--- src/rtl/xadc_drp_scheduler_if.sv ---
// DRP bus between the access scheduler (master) and the XADC Wizard (slave).
interface xadc_drp_scheduler_if;
  logic [6:0]  drp_daddr;
  logic        drp_den;
  logic        drp_dwe;
  logic [15:0] drp_di;
  logic [15:0] drp_do;
  logic        drp_drdy;

  modport master (
    output drp_daddr,
    output drp_den,
    output drp_dwe,
    output drp_di,
    input  drp_do,
    input  drp_drdy
  );

  modport slave (
    input  drp_daddr,
    input  drp_den,
    input  drp_dwe,
    input  drp_di,
    output drp_do,
    output drp_drdy
  );
endinterface

--- src/rtl/xadc_drp_scheduler.sv ---
// Shares the XADC DRP port between NUM_REQ register requesters and an
// EOC-triggered auto-read. One access outstanding at a time; each access is a
// single-cycle DEN strobe followed by a DRDY wait with timeout recovery.
module xadc_drp_scheduler #(
  parameter int unsigned NUM_REQ        = 4,
  parameter int unsigned TIMEOUT_CYCLES = 255,
  parameter logic [6:0]  AUTO_ADDR      = 7'h1F
) (
  input  logic                    clk,
  input  logic                    reset,
  input  logic                    eoc_in,
  input  logic [NUM_REQ-1:0]      req_valid,
  input  logic [NUM_REQ-1:0]      req_write,
  input  logic [7*NUM_REQ-1:0]    req_addr,
  input  logic [16*NUM_REQ-1:0]   req_wdata,
  output logic [NUM_REQ-1:0]      req_ready,
  output logic [NUM_REQ-1:0]      rsp_valid,
  output logic [15:0]             rsp_data,
  output logic                    rsp_timeout,
  output logic                    sample_valid,
  output logic [15:0]             sample_data,
  output logic                    eoc_overrun,
  xadc_drp_scheduler_if.master    drp
);

  localparam int unsigned PW = (NUM_REQ > 1) ? $clog2(NUM_REQ) : 1;
  localparam int unsigned CW = $clog2(TIMEOUT_CYCLES + 1);
  localparam logic [CW-1:0] CNT_LAST = CW'(TIMEOUT_CYCLES - 1);

  typedef enum logic [1:0] {
    IDLE  = 2'd0,
    ISSUE = 2'd1,
    WAIT  = 2'd2
  } state_t;

  state_t          state;
  state_t          state_nxt;
  logic            eoc_pend;
  logic [PW-1:0]   rr_ptr;
  logic [CW-1:0]   cnt;
  logic            cur_auto;
  logic [PW-1:0]   cur_idx;

  logic            grant_hit;
  logic [PW-1:0]   grant_idx;
  logic            grant_auto;
  logic            grant_req;
  logic            done_ok;
  logic            done_tmo;

  // Round-robin search over req_valid starting at rr_ptr, wrapping.
  always_comb begin
    int unsigned cand;
    grant_hit = 1'b0;
    grant_idx = '0;
    cand      = 0;
    for (int unsigned k = 0; k < NUM_REQ; k++) begin
      cand = (32'(rr_ptr) + k) % NUM_REQ;
      if (!grant_hit && req_valid[cand[PW-1:0]]) begin
        grant_hit = 1'b1;
        grant_idx = cand[PW-1:0];
      end
    end
  end

  // State register.
  always_ff @(posedge clk or negedge reset) begin
    if (!reset) state <= IDLE;
    else        state <= state_nxt;
  end

  // Next-state logic: IDLE -> ISSUE (one cycle) -> WAIT -> IDLE.
  always_comb begin
    state_nxt = state;
    unique case (state)
      IDLE:    if (eoc_pend || grant_hit) state_nxt = ISSUE;
      ISSUE:   state_nxt = WAIT;
      WAIT:    if (drp.drp_drdy || (cnt == CNT_LAST)) state_nxt = IDLE;
      default: state_nxt = IDLE;
    endcase
  end

  // Decode of grant/completion events; auto-read beats every requester.
  always_comb begin
    grant_auto = (state == IDLE) && eoc_pend;
    grant_req  = (state == IDLE) && !eoc_pend && grant_hit;
    done_ok    = (state == WAIT) && drp.drp_drdy;
    done_tmo   = (state == WAIT) && !drp.drp_drdy && (cnt == CNT_LAST);
  end

  // EOC latch: a clear and a new EOC in the same cycle keep the request pending.
  always_ff @(posedge clk or negedge reset) begin
    if (!reset) begin
      eoc_pend    <= 1'b0;
      eoc_overrun <= 1'b0;
    end else begin
      eoc_pend    <= eoc_in | (eoc_pend & ~grant_auto);
      eoc_overrun <= eoc_in & eoc_pend & ~grant_auto;
    end
  end

  // WAIT-cycle counter, zero outside WAIT.
  always_ff @(posedge clk or negedge reset) begin
    if (!reset)              cnt <= '0;
    else if (state == WAIT)  cnt <= cnt + 1'b1;
    else                     cnt <= '0;
  end

  // Registered DRP drive, accept pulses and completion reporting.
  always_ff @(posedge clk or negedge reset) begin
    if (!reset) begin
      drp.drp_daddr <= '0;
      drp.drp_den   <= 1'b0;
      drp.drp_dwe   <= 1'b0;
      drp.drp_di    <= '0;
      req_ready     <= '0;
      rsp_valid     <= '0;
      rsp_data      <= '0;
      rsp_timeout   <= 1'b0;
      sample_valid  <= 1'b0;
      sample_data   <= '0;
      rr_ptr        <= '0;
      cur_auto      <= 1'b0;
      cur_idx       <= '0;
    end else begin
      drp.drp_den  <= 1'b0;
      req_ready    <= '0;
      rsp_valid    <= '0;
      rsp_timeout  <= 1'b0;
      sample_valid <= 1'b0;

      if (grant_auto) begin
        drp.drp_den   <= 1'b1;
        drp.drp_daddr <= AUTO_ADDR;
        drp.drp_dwe   <= 1'b0;
        drp.drp_di    <= '0;
        cur_auto      <= 1'b1;
      end else if (grant_req) begin
        drp.drp_den   <= 1'b1;
        drp.drp_daddr <= req_addr[grant_idx*7 +: 7];
        drp.drp_dwe   <= req_write[grant_idx];
        drp.drp_di    <= req_write[grant_idx] ? req_wdata[grant_idx*16 +: 16] : '0;
        cur_auto      <= 1'b0;
        cur_idx       <= grant_idx;
        req_ready     <= NUM_REQ'(1) << grant_idx;
        rr_ptr        <= (grant_idx == PW'(NUM_REQ - 1)) ? '0 : grant_idx + 1'b1;
      end

      if (done_ok || done_tmo) begin
        rsp_timeout <= done_tmo;
        if (cur_auto) begin
          sample_valid <= 1'b1;
          if (done_ok) sample_data <= drp.drp_do;
        end else begin
          rsp_valid <= NUM_REQ'(1) << cur_idx;
          rsp_data  <= done_ok ? drp.drp_do : '0;
        end
      end
    end
  end

endmodule
--- src/flat_wrapper.sv ---
// flat-port wrapper written by rule: the top's interface ports become plain ports
module xadc_drp_scheduler_flat 
#(
  parameter int unsigned NUM_REQ        = 4,
  parameter int unsigned TIMEOUT_CYCLES = 255,
  parameter logic [6:0]  AUTO_ADDR      = 7'h1F
)
  (clk, reset, eoc_in, req_valid, req_write, req_addr, req_wdata, req_ready, rsp_valid, rsp_data, rsp_timeout, sample_valid, sample_data, eoc_overrun, drp_drp_daddr, drp_drp_den, drp_drp_dwe, drp_drp_di, drp_drp_do, drp_drp_drdy);
  xadc_drp_scheduler_if drp_i ();
  input  logic clk;
  input  logic reset;
  input  logic eoc_in;
  input  logic [NUM_REQ-1:0] req_valid;
  input  logic [NUM_REQ-1:0] req_write;
  input  logic [7*NUM_REQ-1:0] req_addr;
  input  logic [16*NUM_REQ-1:0] req_wdata;
  output logic [NUM_REQ-1:0] req_ready;
  output logic [NUM_REQ-1:0] rsp_valid;
  output logic [15:0] rsp_data;
  output logic rsp_timeout;
  output logic sample_valid;
  output logic [15:0] sample_data;
  output logic eoc_overrun;
  output wire logic [$bits(drp_i.drp_daddr)-1:0] drp_drp_daddr;
  output wire logic [$bits(drp_i.drp_den)-1:0] drp_drp_den;
  output wire logic [$bits(drp_i.drp_dwe)-1:0] drp_drp_dwe;
  output wire logic [$bits(drp_i.drp_di)-1:0] drp_drp_di;
  input wire logic [$bits(drp_i.drp_do)-1:0] drp_drp_do;
  input wire logic [$bits(drp_i.drp_drdy)-1:0] drp_drp_drdy;
  assign drp_drp_daddr = drp_i.drp_daddr;
  assign drp_drp_den = drp_i.drp_den;
  assign drp_drp_dwe = drp_i.drp_dwe;
  assign drp_drp_di = drp_i.drp_di;
  assign drp_i.drp_do = drp_drp_do;
  assign drp_i.drp_drdy = drp_drp_drdy;
  xadc_drp_scheduler #(.NUM_REQ(NUM_REQ), .TIMEOUT_CYCLES(TIMEOUT_CYCLES), .AUTO_ADDR(AUTO_ADDR)) u_core (.clk(clk), .reset(reset), .eoc_in(eoc_in), .req_valid(req_valid), .req_write(req_write), .req_addr(req_addr), .req_wdata(req_wdata), .req_ready(req_ready), .rsp_valid(rsp_valid), .rsp_data(rsp_data), .rsp_timeout(rsp_timeout), .sample_valid(sample_valid), .sample_data(sample_data), .eoc_overrun(eoc_overrun), .drp(drp_i));
endmodule
--- config.mk ---
export PLATFORM = sky130hd
export DESIGN_NAME = xadc_drp_scheduler_flat
export DESIGN_NICKNAME = d
export VERILOG_FILES = /design/src/rtl/xadc_drp_scheduler_if.sv /design/src/rtl/xadc_drp_scheduler.sv /design/src/flat_wrapper.sv
export SDC_FILE = /design/constraint.sdc
export NUM_CORES = 1
export LEC_CHECK = 0
export CORE_MARGIN = 2
export CORE_UTILIZATION = 44
export DETAILED_ROUTE_END_ITERATION = 10
export PLACE_DENSITY = 0.88
export SKIP_CTS_REPAIR_TIMING = 1
export SKIP_LAST_GASP = 1
export SLEW_MARGIN = 20
export SYNTH_ARGS = -nofsm -noshare
export SYNTH_HDL_FRONTEND = slang
export SYNTH_SLANG_ARGS = --single-unit
--- constraint.sdc ---
create_clock -name clk -period 4.7 [get_ports clk]
set_clock_uncertainty 0.05 [all_clocks]
set_input_delay 0.94 -clock clk [delete_from_list [all_inputs] [get_ports clk]]
set_output_delay 0.94 -clock clk [all_outputs]
set_load 0.05 [all_outputs]
# Word level (Yosys, flattened, before mapping)
# Index checks and enable logic that the tools add are counted.
[op_classes]
shifts = 4
bitwise = 6
eq_ne = 6
add_sub_neg = 5
mul = 1
magnitude_cmp = 5
reduce_logical = 23
muxes = 42
[op_table]
columns = ["cell", "count"]
rows = [
  ["two-way mux 16 bit", 4],
  ["indexed part select 64 x 7 -> 16 bit", 1],
  ["indexed part select 28 x 6 -> 7 bit", 1],
  ["two-way mux 1 bit", 18],
  ["two-way mux 4 bit", 4],
  ["< comparator 2 x 3 -> 1 bit (second input constant)", 5],
  ["two-way mux 2 bit", 7],
  ["two-way mux 7 bit", 2],
  ["binary-select mux 1 bit (select 2 bit)", 5],
  ["logical AND 1 bit", 9],
  ["adder 8 x 1 -> 8 bit (second input constant)", 1],
  ["== test 8 bit (second input constant)", 1],
  ["two-way mux 8 bit", 1],
  ["left shift 1 x 2 -> 4 bit (first input constant)", 2],
  ["case mux 2 bit (3 select lines)", 1],
  ["AND reduction 2 bit", 3],
  ["logical NOT 1 bit", 5],
  ["multiplier 2 x 3 -> 5 bit (second input constant)", 1],
  ["adder 2 x 1 -> 2 bit (second input constant)", 2],
  ["adder 2 bit (second input constant)", 2],
  ["== test 2 bit (second input constant)", 2],
  ["inequality test 2 x 1 -> 1 bit (second input constant)", 2],
  ["bitwise AND 1 bit", 3],
  ["logical OR 1 bit", 3],
  ["other kinds (6)", 7],
]
[word_totals]
wordCells = 109
out_inout_bits = 68
in_bits = 120
reg_bits = 84

# Logic depth before layout (Yosys ltp)
[logic_depth]
ltp_word = 17
depth_mapped = 9
ltp_nobuf = 7

# Worst setup path before layout
# Ideal clock, no wire load.
[synth_timing]
kind = "input -> register"
from = "input req_valid[1]"
to = "register u_core.drp.drp_di[10]"
stages = 9
t_required_ns = 4.528
t_arrival_ns = 2.466
n_path_buf = 2
setup_time_ns = 0.122
slack_ns = 2.063
path_cell_list = "inv_2 > o211a_1 > or3_1 > buf_6 > clkinv_8 > mux2i_1 > o22ai_4 > buf_6 > a32o_1"
[synth_via]
elab_chain_cells = 17
elab_cells_between_ends = 30
cone_classes = "1 x shift; 21 x mux; 8 x reduce/logical"
[synth_rtl]
columns = ["element", "line", "text"]
rows = [
  ["start: declaration", "flat_wrapper.sv:13", "input logic [NUM_REQ-1:0] req_valid;"],
  ["branches (longest 17 deep; another with binary-select mux 1 bit (select 2 bit))", "--", ""],
  ["end signal: assignment", "xadc_drp_scheduler.sv:142", "drp.drp_di <= req_write[grant_idx] ? req_wdata[grant_idx*16 +: 16] : '0;"],
  ["end: declaration", "xadc_drp_scheduler_if.sv:14", "output drp_di,"],
]
# Several ways; the timed one is not identified. The select of a mux whose other input is x is not followed.
# A chain may end at the register's enable or synchronous reset.

# Worst setup path after layout
[layout_timing]
from = "input req_valid[2]"
to = "register u_core.drp.drp_di[13]"
# Same word-level chain as after synthesis.

==> out/metrics.cfg <==
[setup_path]
slowest_delay_ns = 0.54
startpoint = req_valid[2]
crit_type = primary input to flip-flop
path_cells = clkdlybuf4s50_1, nor2b_1, a311oi_1, nor2_4, buf_4, mux2i_1, nand2_1, a32o_1
reg2reg_from = u_core.rr_ptr[1]
crit_slowest_cell = buf_4
startpoint_type = primary input
critPathRequiredTime_ns = 4.87
critical_path.max_fanout = 34
cp.arrival_ns = 3.34
endpoint_kind = flip-flop

[synthesis]
yosysWarnings = 0
synth.area.top_cells = dfrtp_1 (53%), mux2i_1 (13%), nand2_1 (5.1%)
synthesis.nets = 459
synth_common_cells = dfrtp_1 (84), mux2i_1 (53), nand2_1 (53)
synth_seq_cells = 84
async_flop_share = 1.00
synth_top_area_frac = 0.535
ys_types = 38
synthCells = 336
synthFlopType = dfrtp_1
avgSynthCellArea_sq_um = 11.7
synth-seq-area-share = 0.535
netlist_area_sq_um = 3930
synth_top_cell_by_area = dfrtp_1
synth_edf_count = 0
synth.most_common_cell = dfrtp_1

[sta]
post-route-period-util = 0.676
fin_crit_ns = 3.18
setup_violations = 0
drv_slew = 0
tns_ns = 0
grt_setup_unrepaired = no
slew_headroom = 0.450
fmaxAchievable_mhz = 315
hold_viol = 0
worst_pin_slew_ns = 0.823

[pwr]
power_density_nw_per_um2 = 630
power.leakage_nw = 2.64
ir_drop_mv = 0.444
power_w = 0.00382

[floorplan]
dieArea_sq_um = 9700
start_util = 0.453
rows = 34
die_w_um = 98.5
die_h_um = 98.5
coreArea_sq_um = 8680
pin_count = 188

[global_route]
track_usage = 0.217
grt_max_degree = 85
overflow = 0
antenna_found_initial = 0
grt_first_pass_wirelength_um = 16900
grt_pass1_vias = 3473

[worst_hold_path]
hold_start = u_core.drp.drp_di[6]
min_path_type = flip-flop to flip-flop

[clock_tree]
cts_num_sinks = 84
clk_latency_ns = 0.34
cts_tree = done
clk_path_buf_depth = 2
h-tree-depth = 3
cts-buffers-inserted = 9
cts-root-buf = clkbuf_8
cts.reportedPaths.clkPinSlew_ns = 0.08

[routing]
vias = 3324
dr.pass1.iters = 4
post_drt_wl_per_cell_um = 16.5
drt_iter0_drc = 74
drc = 0
viasPerCell = 5.28
routed_wl_um = 10400
ant_nets = 0

[placed_design]
hpwl_um = 7960
io_buffers = 187
dp.cells = 615
gp_congestion = 0.804
place_area_sq_um = 5860

[finish]
drive_gt1_frac = 0.0824
design_area_sq_um = 6060
fin_cells = 630
area_growth_pct = 54.2
n_antenna_cell = 0
layout.nets = 641

[job]
drv_cap = 0

[outcome]
status = finished, final reports clean

[cell families after synthesis]
family | Yosys count | share of synthesized area
AO/OA/AOI/OAI | 54 | 0.119
flip-flops | 84 | 0.535
multiplexers | 69 | 0.181
XOR/XNOR | 6 | 0.0134
buffers and inverters | 26 | 0.0385
adder cells (fa/ha/maj) | 3 | 0.00955
AND/OR/NAND/NOR | 94 | 0.103
[worst max-delay path: cells and delay by family]
kind | cells | cell delay (ns)
buf+inv | 2 | 1.06
simple gates | 3 | 0.67
compound gates | 2 | 0.35
mux | 1 | 0.30
[report_power, final]
group | internal (W) | switching, W
clock network | 0.000259 | 0.000255
registers | 0.000981 | 0.000168
logic | 0.000814 | 0.00134
[routing by layer]
layer	wire length [um]	GRT usage
met1	4200	0.260
met2	5110	0.373
met3	931	0.0667
met4	184	0.0780
met5	0	0
[flip-flops by register name, indices dropped and copies added, names as in the netlist, 2 cells and up]
signal	flops
u_core.cnt	8
u_core.cur_idx	2
u_core.drp.drp_daddr	7
u_core.drp.drp_di	16
u_core.req_ready	4
u_core.rr_ptr	2
u_core.rsp_data	16
u_core.rsp_valid	4
u_core.sample_data	16
u_core.state	2
[layout by cell type, fill, tap and decap left out, types with 3 or more instances in the layout]
master,instances
mux2_2,16
a22o_1,17
mux2i_1,53
ha_1,3
dfrtp_1,84
o21ai_0,3
clkinvlp_4,3
buf_4,3
clkdlybuf4s50_1,186
nand2_1,53
xor2_1,5
o22a_1,5
nor2_1,16
a32o_1,17
nand3_1,7
clkbuf_8,10
inv_1,4
[final timing paths]
kind	end	slack, ns	cells past startpoint
max	u_core.drp.drp_di[13]	1.52	8
min	u_core.drp.drp_di[6]	0.44	1
max reg2reg	u_core.drp.drp_di[13]	2.17	7
min reg2reg	u_core.drp.drp_di[6]	0.44	1
max in group asynchronous	u_core.sample_data[8]	3.50	1
min in group asynchronous	u_core.sample_data[0]	0.58	1
[cell type report]
cell class / count / area (sq um)
Multi-Input combinational cell: 226 / 1690
Clock buffer: 10 / 138
Sequential cell: 84 / 2100
Tap cell: 108 / 135
Inverter: 7 / 38.8
Clock inverter: 5 / 61.3
Timing Repair Buffer: 190 / 1900
Fill cell: 652 / 2620
[stage by stage]
stage	hold WS [ns]	setup WS [ns]	utilization
final	0.444	1.52	0.698
after global routing	0.451	1.33	0.698
after global placement	0.411	1.21	0.675
after CTS	0.442	1.52	0.698
after detailed placement	0.426	1.16	0.675
after floorplan	0.408	2.06	-
No activity file was read; power rests on OpenSTA's default activity.
